<file path="config.mk">
export PLATFORM = sky130hd
export DESIGN_NAME = skullfet_test_sequencer
export DESIGN_NICKNAME = d
export VERILOG_FILES = /design/src/rtl/skullfet_seq_pkg.sv /design/src/rtl/skullfet_sync2.sv /design/src/rtl/skullfet_test_sequencer.sv
export SDC_FILE = /design/constraint.sdc
export NUM_CORES = 1
export LEC_CHECK = 0
export CAP_MARGIN = 0
export CORE_MARGIN = 5
export CORE_UTILIZATION = 60
export CTS_BUF_LIST = sky130_fd_sc_hd__clkbuf_16
export CTS_CLUSTER_SIZE = 16
export DETAILED_ROUTE_END_ITERATION = 8
export PLACE_DENSITY_LB_ADDON = 0.3
export SYNTH_ARGS = -nofsm -noshare
export SYNTH_HDL_FRONTEND = slang
export SYNTH_SLANG_ARGS = --single-unit
</file>
<file path="constraint.sdc">
create_clock -name wb_clk_i -period 3.6 [get_ports wb_clk_i]
set_input_delay 0.54 -clock wb_clk_i [delete_from_list [all_inputs] [get_ports wb_clk_i]]
set_output_delay 0.54 -clock wb_clk_i [all_outputs]
set_load 0.1 [all_outputs]
</file>
<file path="src/rtl/skullfet_seq_pkg.sv">
// Shared types and constants for the SKULLFET cell test sequencer.
package skullfet_seq_pkg;

  typedef enum logic [2:0] {
    IDLE,
    DRIVE,
    SETTLE,
    CHECK,
    DONE
  } state_t;

  localparam int NUM_VECTORS = 4;
  localparam int ERR_W       = 8;

  // Ideal cell response {inv_y, nand_y} for stimulus vector {b, a}.
  function automatic logic [1:0] exp_resp(input logic [1:0] vec);
    return {~vec[0], ~(vec[0] & vec[1])};
  endfunction

endpackage

</file>
<file path="src/rtl/skullfet_sync2.sv">
// Two-flop synchronizer for one asynchronous cell output bit.
module skullfet_sync2 (
  input  logic clk,
  input  logic rst,
  input  logic d,
  output logic q
);

  logic meta;

  always_ff @(posedge clk) begin
    if (rst) begin
      meta <= 1'b0;
      q    <= 1'b0;
    end else begin
      meta <= d;
      q    <= meta;
    end
  end

endmodule

</file>
<file path="src/rtl/skullfet_test_sequencer.sv">
// Walks an inverter and a NAND cell through all 4 input vectors for N passes and counts mismatches.
// Optional first-failure log enabled by defining SKULLFET_SEQ_ERRLOG_EN.
module skullfet_test_sequencer
  import skullfet_seq_pkg::*;
#(
  parameter int SETTLE_CYCLES = 8,
  parameter int LOOP_W        = 8
) (
  input  logic              wb_clk_i,
  input  logic              wb_rst_i,
  input  logic              start_i,
  input  logic [LOOP_W-1:0] loops_i,
  output logic              inv_a_o,
  output logic              nand_a_o,
  output logic              nand_b_o,
  input  logic              inv_y_i,
  input  logic              nand_y_i,
  output logic              busy_o,
  output logic              done_o,
  output logic              pass_o,
`ifdef SKULLFET_SEQ_ERRLOG_EN
  output logic              first_fail_vld_o,
  output logic [1:0]        first_fail_vec_o,
  output logic [1:0]        first_fail_obs_o,
`endif
  output logic [ERR_W-1:0]  err_cnt_o
);

  state_t            state_q, state_n;
  logic [1:0]        vec_q;
  logic [LOOP_W-1:0] loop_q, loops_q;
  logic [7:0]        settle_q;
  logic              inv_s, nand_s;
  logic              mismatch, last;

  skullfet_sync2 u_sync_inv  (.clk(wb_clk_i), .rst(wb_rst_i), .d(inv_y_i),  .q(inv_s));
  skullfet_sync2 u_sync_nand (.clk(wb_clk_i), .rst(wb_rst_i), .d(nand_y_i), .q(nand_s));

  assign mismatch = ({inv_s, nand_s} != exp_resp(vec_q));
  assign last     = (vec_q == 2'(NUM_VECTORS - 1)) && (loop_q == loops_q - 1'b1);
  assign busy_o   = (state_q != IDLE);
  assign done_o   = (state_q == DONE);

  always_comb begin
    state_n = state_q;
    case (state_q)
      IDLE:    if (start_i) state_n = DRIVE;
      DRIVE:   state_n = SETTLE;
      SETTLE:  if (settle_q == 8'd0) state_n = CHECK;
      CHECK:   state_n = last ? DONE : DRIVE;
      DONE:    state_n = IDLE;
      default: state_n = IDLE;
    endcase
  end

  always_ff @(posedge wb_clk_i) begin
    if (wb_rst_i) begin
      state_q   <= IDLE;
      vec_q     <= '0;
      loop_q    <= '0;
      loops_q   <= '0;
      settle_q  <= '0;
      err_cnt_o <= '0;
      pass_o    <= 1'b0;
      inv_a_o   <= 1'b0;
      nand_a_o  <= 1'b0;
      nand_b_o  <= 1'b0;
    end else begin
      state_q <= state_n;
      case (state_q)
        IDLE: if (start_i) begin
          vec_q     <= '0;
          loop_q    <= '0;
          err_cnt_o <= '0;
          pass_o    <= 1'b0;
          loops_q   <= (loops_i == '0) ? LOOP_W'(1) : loops_i;
        end
        DRIVE: begin
          inv_a_o  <= vec_q[0];
          nand_a_o <= vec_q[0];
          nand_b_o <= vec_q[1];
          settle_q <= 8'(SETTLE_CYCLES - 1);
        end
        SETTLE: if (settle_q != 8'd0) settle_q <= settle_q - 1'b1;
        CHECK: begin
          if (mismatch && err_cnt_o != '1) err_cnt_o <= err_cnt_o + 1'b1;
          if (last) begin
            // pass is resolved on entry to DONE so it is valid alongside done_o
            pass_o   <= (err_cnt_o == '0) && !mismatch;
            inv_a_o  <= 1'b0;
            nand_a_o <= 1'b0;
            nand_b_o <= 1'b0;
          end else begin
            vec_q <= vec_q + 1'b1;
            if (vec_q == 2'(NUM_VECTORS - 1)) loop_q <= loop_q + 1'b1;
          end
        end
        default: ;
      endcase
    end
  end

`ifdef SKULLFET_SEQ_ERRLOG_EN
  always_ff @(posedge wb_clk_i) begin
    if (wb_rst_i) begin
      first_fail_vld_o <= 1'b0;
      first_fail_vec_o <= '0;
      first_fail_obs_o <= '0;
    end else if (state_q == IDLE && start_i) begin
      first_fail_vld_o <= 1'b0;
      first_fail_vec_o <= '0;
      first_fail_obs_o <= '0;
    end else if (state_q == CHECK && mismatch && !first_fail_vld_o) begin
      first_fail_vld_o <= 1'b1;
      first_fail_vec_o <= vec_q;
      first_fail_obs_o <= {inv_s, nand_s};
    end
  end
`endif

endmodule

</file>
# Word-level counts from Yosys, hierarchy flattened
# Index checks and enable logic that the tools add are counted.
[totals]
register_bits = 44
wordCells = 79
[op_classes]
n_addsub = 5
eq_ne = 15
muxes = 22
bitwise = 3
reduce_logical = 21
[op_table]
columns = ["cell", "n"]
rows = [
  ["8-bit two-way mux", 6],
  ["8-bit case mux with 2 select lines", 3],
  ["8-bit zero test", 3],
  ["8-bit by 1-bit adder with 8-bit output (second input constant)", 2],
  ["8-bit by 1-bit subtractor with 8-bit output (second input constant)", 2],
  ["2-bit inequality test (second input constant)", 7],
  ["3-bit case mux with 4 select lines", 1],
  ["3-bit two-way mux", 3],
  ["3-bit AND reduction", 3],
  ["8-bit equality test", 1],
  ["8-bit inequality test (second input constant)", 1],
  ["2-bit AND reduction", 4],
  ["8-bit nonzero test", 1],
  ["3-bit by 2-bit equality test with 1-bit output (second input constant)", 2],
  ["1-bit case mux with 2 select lines", 3],
  ["2-bit nonzero test", 3],
  ["2-bit two-way mux", 2],
  ["2-bit case mux with 2 select lines", 1],
  ["4-bit AND reduction", 1],
  ["3-bit by 1-bit equality test with 1-bit output (second input constant)", 1],
  ["3-bit equality test (second input constant)", 1],
  ["1-bit logical AND", 3],
  ["3-bit zero test", 1],
  ["1-bit two-way mux", 3],
  ["other kinds (7)", 8],
]

# Depth between registers and ports, before layout
# Gate-level depths: netlist (run 1).
[logic_depth]
depth_word = 7
mapped_depth = 11
depth_no_buf = 8

# Cells and area by module
# Synthesis (run 1) repeated with hierarchy kept, for this count alone.
[unflattened]
hier_cells = 266
area_unflattened_um2 = 2254.7
[modules_own_cells]
columns = ["module", "instances", "cells_each", "area_each_um2", "seq_area_each_um2"]
rows = [
  ["skullfet_test_sequencer", 1, 258, 2149.6, 800.8],
  ["skullfet_sync2", 2, 4, 52.6, 40.0],
]

# Worst setup path after synthesis (run 1)
# OpenSTA, ideal clock, no wires.
[synth_timing]
kind = "register -> register"
start = "register err_cnt_o[0]"
end = "register err_cnt_o[5]"
setup_time_ps = 128
arrival_ps = 2242
t_required_ps = 3472
path_slack_ps = 1231
path_stages_with_launch = 8
path_buffers = 0
synth_period_minus_slack_ps = 2369
cell_sequence = "dfxtp_1 -> ha_1 -> and3_1 -> and3_1 -> o31a_1 -> nor4b_1 -> xnor2_1 -> nor2_1"
[synth_between]
elab_chain_len = 4
elab_cells_between_ends = 7
classes_between = "add/sub (1); eq/ne (2); mux (2); reduce/logical (2)"
[synth_lines]
columns = ["item", "line", "rtl"]
rows = [
  ["from (decl)", "skullfet_test_sequencer.sv:26", "output logic [ERR_W-1:0] err_cnt_o"],
  ["from (signal assigned)", "skullfet_test_sequencer.sv:86", "if (mismatch && err_cnt_o != '1) err_cnt_o <= err_cnt_o + 1'b1;"],
  ["parallel branches: the longest is 4 deep, another holds 8-bit by 1-bit adder with 8-bit output", "--", ""],
]
# Several ways; the timed one is not identified. The select of a mux whose other input is x is not followed.
# A chain may end at the register's enable or synchronous reset.

# Worst setup path after layout (run 1)
[layout_timing]
start = "register state_q[1]"
end = "output busy_o"
[layout_between]
elab_chain_len = 1
[layout_lines]
columns = ["item", "line", "rtl"]
rows = [
  ["from (decl)", "skullfet_test_sequencer.sv:29", "state_t state_q, state_n;"],
  ["from (signal assigned)", "skullfet_test_sequencer.sv:69", "state_q <= state_n;"],
  ["3-bit nonzero test", "skullfet_test_sequencer.sv:41", "assign busy_o = (state_q != IDLE);"],
  ["to (decl)", "skullfet_test_sequencer.sv:18", "output logic busy_o,"],
]
# No other way between the ends.

==> reports/qor.yml, run 1 <==
setup_total_negative_slack_ns: 0
timing_worst_slew_pin_value_ns: 0.970
layout.cell_area.non_filler_sq_um: 2720
router_iterations_before_antenna_repair: 4
crit_path_cell_trace: "nor3_1 -> inv_1 -> clkdlybuf4s50_1"
synth_cell_types: 51
wl_per_cell_um: 14.2
syn-cell-area_sq_um: 2350
synth_cells: 276
post-route-period-util_pct: 74.1
critPathTopFamily: "buffers and inverters"
wire_length_of_the_first_global_routing_pass_mm: 8.59
n_fill_cell: 301
ctsRootBufferMaster: "sky130_fd_sc_hd__clkbuf_16"
netlist.top_cell.by_area: "sky130_fd_sc_hd__dfxtp_1"
cts_tree: "done"
remaining_drc_errors: 0
gpl.final_weighted_congestion: 0.768
crit_buf_inv: 2
final-max-slew-violation-count: 0
grt_overflow_total: 0
r2r_start: "loops_q[0]"
cpMaxStageDelayCell: "sky130_fd_sc_hd__clkdlybuf4s50_1"
yosysWarnings: 0
placed_area_sq_um: 2580
period_needed_ns: 2.67
max_slew_margin_pct: 35.1
timing.hold.worst.start: "u_sync_nand.meta"
synthMostInstantiatedCell: "sky130_fd_sc_hd__dfxtp_1"
synth-seq-cells: 44
cts_resized: 0
synth_fp_nets: 296
clk_latency_ns: 0.28
final_net_count: 316
timing_hold_violations_final: 0
die_h_um: 72.6
synth_async_reset_ratio_pct: 0
core_sq_um: 3720
wl_mm: 4.89
cts_setup_buffers: 0
post-route-util_pct: 73.2
worst_setup_hold_path_clk_slew_ns: 0.06
status: "finished clean"
critPathMaxFanout: 10
antennaDiodeCount: 0
cts_hold_buffers: 0
port_buffers: 26
mean_cell_area_of_the_mapped_netlist_sq_um: 8.51
layout-area-overhead-vs-synth_pct: 15.8
ys_top_cells_by_area: "sky130_fd_sc_hd__dfxtp_1, sky130_fd_sc_hd__xnor2_1, sky130_fd_sc_hd__a21oi_1, sky130_fd_sc_hd__nand2_1, sky130_fd_sc_hd__ha_1"
hold_path_class: "register to register"
power.static_leakage_nw: 0.993
drt_first_iter_violations: 127
first_global_vias: 1901
die_area_sq_um: 5270
max_clock_freq_ghz: 0.375
crit_path_dat_ns: 2.13
synth-edff-count: 0
grt_setup_unrepaired: "no"
clock-skew-final_ns: 0.00216
layoutNonFillerInstCount: 345
synth_common_cells: "sky130_fd_sc_hd__dfxtp_1, sky130_fd_sc_hd__nand2_1, sky130_fd_sc_hd__nor2_1, sky130_fd_sc_hd__a21oi_1"
start_util_pct: 63.2
cp-startpoint: "state_q[1]"
synth_sequential_area_ratio_pct: 37.5
finalSetupViolCount: 0
p_per_area_nw_per_um2: 537
vias: 2013
worst_path_largest_cell_delay_ns: 1.12
critical_path_class: "register to primary output"
worstSetupEndpointType: "primary output"
share_of_cells_above_drive_strength_1_pct: 4.38
maximum_buffer_depth_of_the_clock_tree: 2
dp.cells: 337
design.portCount: 27
place.detailed.hpwl_mm: 3.47
yosys.area.top_type_share_pct: 37.5
primary_flip_flop_cell_chosen_by_synthesis_mapping: "sky130_fd_sc_hd__dfxtp_1"
hold-worst-slack_ns: 0.442
groute.usage.overall_pct: 20.4
drt.antenna.violating_nets: 0
timing.max_cap.violations: 0
timing.critical_path.from_type: "register"
cts_inserted_buffers: 5
initial_antenna_violation_count: 0
grt_start_max_net_pins: 35
required_ns: 3.06
cts_sinks: 44
clock_tree.htree_level_count: 2
chipWidth_um: 72.6
irDropWorstVdd_mv: 0.414
number_of_placement_rows: 22
detail_route.vias_per_cell: 5.83
==> report_power, final <==
group          leakage, nW  total (W)  internal [W]  switching (W)
logic                0.564   0.000420      0.000178       0.000242
clock network       0.0710   0.000434      0.000252       0.000182
registers            0.358   0.000606      0.000542      0.0000643
==> metal layers <==
layer | part of all wire (%) | vias up | global-route usage, %
met5 | 0 | - | 0
met3 | 3.3 | 9 | 4.43
met1 | 46 | 946 | 26.0
met4 | 1.4 | 0 | 6.76
li1 | - | 1024 | -
met2 | 49 | 34 | 34.2
==> worst paths after layout <==
kind / endpoint / slack (ns) / cells past startpoint
worst max-delay path: busy_o / 0.93 / 3
worst min-delay path: u_sync_nand.q / 0.44 / 1
worst max register to register: loop_q[7] / 1.19 / 9
worst min register to register: u_sync_nand.q / 0.44 / 1
==> area by class of cell <==
cell class                 instances  area, sq um  area share [%]
tap                               48         60.1            2.21
timing repair buffer              28          275            10.1
clock buffer                       5          125            4.60
clock inverter                     3         13.8           0.506
multi-input combinational        204         1320            48.4
sequential                        44          881            32.4
inverter                          13         48.8            1.79
==> registers in the layout, summed over array words and instances, names as in the netlist <==
| name | count |
|---|---|
| u_sync_inv.q | 1 |
| loop_q | 8 |
| err_cnt_o | 8 |
| settle_q | 8 |
| u_sync_nand.q | 1 |
| u_sync_inv.meta | 1 |
| pass_o | 1 |
| u_sync_nand.meta | 1 |
| loops_q | 8 |
| state_q | 3 |
| vec_q | 2 |
| nand_a_o | 1 |
| nand_b_o | 1 |
==> through the flow <==
step           power, W  setup slack [ns]
4_1_cts         0.00147             0.946
5_1_grt         0.00155             0.859
6_report        0.00146             0.933
3_3_place_gp    0.00102              1.26
3_5_place_dp    0.00103              1.22
2_1_floorplan  0.000966              1.23
==> logic make-up after synthesis <==
kind of cell    Yosys count  synth area share (%)
compound gates           53                  14.5
xor+xnor                 22                  8.20
fa+ha+maj                 7                  3.73
buf+inv                  28                  6.45
flops                    44                  37.5
mux                       3                  1.28
simple gates            119                  28.3
==> cell usage in the layout (no fill, tap or decap), types with 6 or more instances in the layout <==
master,count
sky130_fd_sc_hd__o21ai_0,12
sky130_fd_sc_hd__a21oi_1,19
sky130_fd_sc_hd__nor3_1,11
sky130_fd_sc_hd__ha_1,7
sky130_fd_sc_hd__or3_1,6
sky130_fd_sc_hd__nand2_1,25
sky130_fd_sc_hd__inv_1,13
sky130_fd_sc_hd__clkdlybuf4s50_1,26
sky130_fd_sc_hd__dfxtp_1,44
sky130_fd_sc_hd__xnor2_1,13
sky130_fd_sc_hd__xor2_1,9
sky130_fd_sc_hd__nand2b_1,9
sky130_fd_sc_hd__nor2_1,22
No activity file was read; power rests on OpenSTA's default activity.
==> inputs of run 2 (changes only) <==
Settings changed: CORE_UTILIZATION 60 to 50.
Clock period 3.6 ns to 2.3 ns, I/O delays scaled along.
==> reports/qor.yml, run 2 (synthesis gave the netlist of run 1 again) <==
status: "finished clean"
chipWidth_um: 78.5
worst_path_largest_cell_delay_ns: 0.61
router_iterations_before_antenna_repair: 4
vias: 2006
ctsRootBufferMaster: "sky130_fd_sc_hd__clkbuf_16"
timing_hold_violations_final: 0
wire_length_of_the_first_global_routing_pass_mm: 8.43
remaining_drc_errors: 0
cts_hold_buffers: 0
n_fill_cell: 440
timing.max_cap.violations: 0
cts_tree: "done"
p_per_area_nw_per_um2: 836
crit_path_cell_trace: "nor4_4 -> a211oi_1 -> o21ai_0 -> a211oi_1 -> buf_4 -> or4b_2 -> o31ai_1"
cts_sinks: 44
post-route-period-util_pct: 92.8
max_slew_margin_pct: 66.5
hold_path_class: "register to register"
grt_setup_unrepaired: "no"
die_area_sq_um: 6170
timing.critical_path.from_type: "register"
crit_path_dat_ns: 2.34
drt_first_iter_violations: 40
core_sq_um: 4630
regArea_sq_um: 883
first_global_vias: 1930
irDropWorstVdd_mv: 0.633
design.portCount: 27
final_cell_mix: "sky130_fd_sc_hd__dfxtp_1, sky130_fd_sc_hd__nand2_1, sky130_fd_sc_hd__buf_4"
clock-skew-final_ns: 0.00634
wl_per_cell_um: 13.5
final-max-slew-violation-count: 0
clock_tree.htree_level_count: 2
worst_setup_hold_path_clk_slew_ns: 0.06
critPathTopFamily: "simple AND/OR/NAND/NOR gates"
power.static_leakage_nw: 1.07
drt.antenna.violating_nets: 0
critical_path_class: "register to register"
antennaDiodeCount: 0
period_needed_ns: 2.14
final_common_cell: "sky130_fd_sc_hd__dfxtp_1"
layout-area-overhead-vs-synth_pct: 18.4
gpl.final_weighted_congestion: 0.845
place.detailed.hpwl_mm: 3.62
detail_route.vias_per_cell: 5.57
total_power_w: 0.00232
final_net_count: 325
port_buffers: 26
share_of_cells_above_drive_strength_1_pct: 12.4
critPathMaxFanout: 20
required_ns: 2.50
finalSetupViolCount: 0
clk_latency_ns: 0.28
setup_total_negative_slack_ns: 0
worstSetupEndpointType: "register"
cts_inserted_buffers: 5
area_of_combinational_cells_with_multiple_inputs_sq_um: 1340
cpMostUsedCell: "sky130_fd_sc_hd__a211oi_1"
initial_antenna_violation_count: 0
crit_buf_inv: 1
die_h_um: 78.5
start_util_pct: 50.7
groute.usage.overall_pct: 16.9
timing_worst_slew_pin_value_ns: 0.499
max_clock_freq_ghz: 0.468
maximum_buffer_depth_of_the_clock_tree: 2
grt_start_max_net_pins: 22
cpMaxStageDelayCell: "sky130_fd_sc_hd__or4b_2"
wl_mm: 4.87
hold-worst-slack_ns: 0.436
grt_overflow_total: 0
number_of_placement_rows: 25
run 2: power breakdown:
group          leakage, nW  internal (W)  total, W  switching [W]
sequential           0.359      0.000849  0.000934      0.0000858
combinational        0.639      0.000319  0.000721       0.000402
clock               0.0738      0.000391  0.000668       0.000278
run 2: worst paths after layout:
| path | start | to | slack [ns] | depth (start not counted) |
|---|---|---|---|---|
| worst max-delay path | loops_q[3] | vec_q[1] | 0.16 | 7 |
| worst min-delay path | u_sync_inv.meta | u_sync_inv.q | 0.44 | 1 |
| worst max register to register | loops_q[3] | vec_q[1] | 0.16 | 7 |
| worst min register to register | u_sync_inv.meta | u_sync_inv.q | 0.44 | 1 |
run 2: layout make-up:
cell class,instances,area share (%)
Clock buffer,5,4.50
Tap cell,54,2.43
Inverter,13,1.76
Timing Repair Buffer,37,11.1
Sequential cell,44,31.8
Clock inverter,3,0.405
Multi-Input combinational cell,204,48.1
run 2: repair_timing:
| action | in CTS | in global routing |
|---|---|---|
| setup buffers | 0 | 0 |
| endpoints found under the setup margin | 0 | 6 |
| gates resized for setup | 0 | 3 |
run 2: stage by stage:
step / worst slack [ns] / area [sq um] / cells / utilization, %
after floorplan: 0.0653 / 2350 / 276 / -
after global placement: 0.132 / 2620 / 352 / 56.7
after detailed placement: 0.0667 / 2620 / 352 / 56.7
after CTS: 0.0578 / 2760 / 360 / 59.6
after global routing: 0.0306 / 2780 / 360 / 60.1
final: 0.165 / 2780 / 360 / 60.1
run 2: layer usage:
metal,vias to the layer above,part of all wire [%],global-route usage (%)
met2,29,49,28.9
met5,-,0,0
li1,1032,-,-
met3,7,2.9,4.13
met1,938,47,20.3
met4,0,1.5,5.94
==> inputs of run 3 (changes only) <==
Settings changed: PLACE_DENSITY_LB_ADDON 0.3 to 0.2.
==> reports/qor.yml, run 3 (synthesis gave the netlist of run 1 again) <==
status: "finished clean"
r2r_start: "loops_q[0]"
post-route-util_pct: 59.7
grt_start_max_net_pins: 26
timing_worst_slew_pin_value_ns: 0.479
detail_route.vias_per_cell: 5.52
maximum_buffer_depth_of_the_clock_tree: 2
clock_tree.htree_level_count: 2
worst_setup_path_endpoint: "vec_q[1]"
grt_setup_unrepaired: "no"
core_sq_um: 4630
required_ns: 2.50
setup_total_negative_slack_ns: 0
router_iterations_before_antenna_repair: 4
post-route-period-util_pct: 92.7
p_sw_w: 0.000758
max_slew_margin_pct: 67.8
total_power_w: 0.00232
cpMaxStageDelayCell: "sky130_fd_sc_hd__or4b_2"
reg2reg_setup_slack_ns: 0.17
worst_path_largest_cell_delay_ns: 0.61
worst_setup_hold_path_clk_slew_ns: 0.06
p_per_area_nw_per_um2: 838
wl_mm: 4.85
final_net_count: 325
cts_setup_buffers: 0
hold-worst-slack_ns: 0.436
final_common_cell: "sky130_fd_sc_hd__dfxtp_1"
design.portCount: 27
cts_hold_buffers: 0
rr_endpoint: "vec_q[1]"
die_h_um: 78.5
share_of_cells_above_drive_strength_1_pct: 12.8
cts_resized: 0
remaining_drc_errors: 0
start_util_pct: 50.7
port_buffers: 26
timing.critical_path.from_type: "register"
placed_area_sq_um: 2620
drt_first_iter_violations: 87
worst-r2r-cell-count: 9
seq_power_share_pct: 40.5
max_clock_freq_ghz: 0.469
number_of_placement_rows: 25
ctsRootBufferMaster: "sky130_fd_sc_hd__clkbuf_16"
first_global_vias: 1937
grt_overflow_total: 0
layout.cell_area.non_filler_sq_um: 2760
cts_inserted_buffers: 5
clk_latency_ns: 0.28
clock-skew-final_ns: 0.00334
place.detailed.hpwl_mm: 3.49
power.combinational.fraction_pct: 30.5
final-max-slew-violation-count: 0
gpl.final_weighted_congestion: 0.838
final_cell_mix: "sky130_fd_sc_hd__dfxtp_1, sky130_fd_sc_hd__nand2_1, sky130_fd_sc_hd__buf_4"
critical_path_class: "register to register"
die_area_sq_um: 6170
crit_path_cell_trace: "inv_1 -> ha_2 -> xnor2_1 -> and4_1 -> a41oi_1 -> a211oi_1 -> buf_4 -> or4b_2 -> o31ai_1"
wire_length_of_the_first_global_routing_pass_mm: 8.50
timing_hold_violations_final: 0
vias: 1983
chipWidth_um: 78.5
area_of_combinational_cells_with_multiple_inputs_sq_um: 1320
irDropWorstVdd_mv: 0.587
initial_antenna_violation_count: 0
drt.antenna.violating_nets: 0
n_fill_cell: 423
regArea_sq_um: 883
internal_power_w: 0.00156
hold_path_class: "register to register"
finalSetupViolCount: 0
timing.max_cap.violations: 0
period_needed_ns: 2.13
worstSetupEndpointType: "register"
crit_path_dat_ns: 2.33
switching_share_pct: 32.8
cts_sinks: 44
cts_tree: "done"
power.static_leakage_nw: 1.06
groute.usage.overall_pct: 16.9
antennaDiodeCount: 0
critPathMaxFanout: 20
cp-startpoint: "loops_q[0]"
layout-area-overhead-vs-synth_pct: 17.7
wl_per_cell_um: 13.5
clkPwrFrac_pct: 29.0
[run 3: per-layer routing]
metal | vias to the layer above | global-route usage [%] | routed length [um]
li1 | 1036 | - | -
met1 | 918 | 21.1 | 2310
met2 | 22 | 28.5 | 2310
met3 | 7 | 3.78 | 172
met4 | 0 | 5.77 | 56
met5 | - | 0 | 0
[run 3: power groups by stage]
stage               combinational [W]  sequential [W]  clock, W
global route                 0.000786        0.000951  0.000728
floorplan                    0.000575        0.000938         0
CTS                          0.000711        0.000937  0.000689
global placement             0.000695        0.000952         0
finish                       0.000706        0.000938  0.000671
detailed placement           0.000705        0.000953         0
[run 3: how the worst min path moves through the flow]
stage	from	end	slack, ns	cells after the start
2_1_floorplan	u_sync_inv.meta	u_sync_inv.q	0.41	1
3_5_place_dp	u_sync_nand.meta	u_sync_nand.q	0.43	1
4_1_cts	u_sync_nand.meta	u_sync_nand.q	0.44	1
6_report	u_sync_nand.meta	u_sync_nand.q	0.44	1
3_3_place_gp	u_sync_nand.meta	u_sync_nand.q	0.41	1
5_1_grt	u_sync_nand.meta	u_sync_nand.q	0.46	1
[run 3: cell type report]
type                    instances  share of cell area, %
flip-flops and latches         44                   32.0
multi-input cells             204                   47.7
clock buffers                   5                   4.53
inverters                      13                   1.77
clock inverters                 2                  0.453
well taps                      54                   2.44
repair buffers                 37                   11.1
[run 3: per-stage QoR]
| stage | worst slack [ns] | instances |
|---|---|---|
| after detailed placement | 0.124 | 352 |
| after global placement | 0.169 | 352 |
| after global routing | 0.0281 | 359 |
| after CTS | 0.114 | 359 |
| final | 0.167 | 359 |
| after floorplan | 0.0653 | 276 |
[run 3: critical path, delay by kind of cell (launching register included)]
family | cells | cell delay [ns]
AND/OR/NAND/NOR | 2 | 0.79
XOR/XNOR | 1 | 0.12
buffers and inverters | 2 | 0.26
adder cells (fa/ha/maj) | 1 | 0.21
AO/OA/AOI/OAI | 3 | 0.34
flip-flops | 1 | 0.32
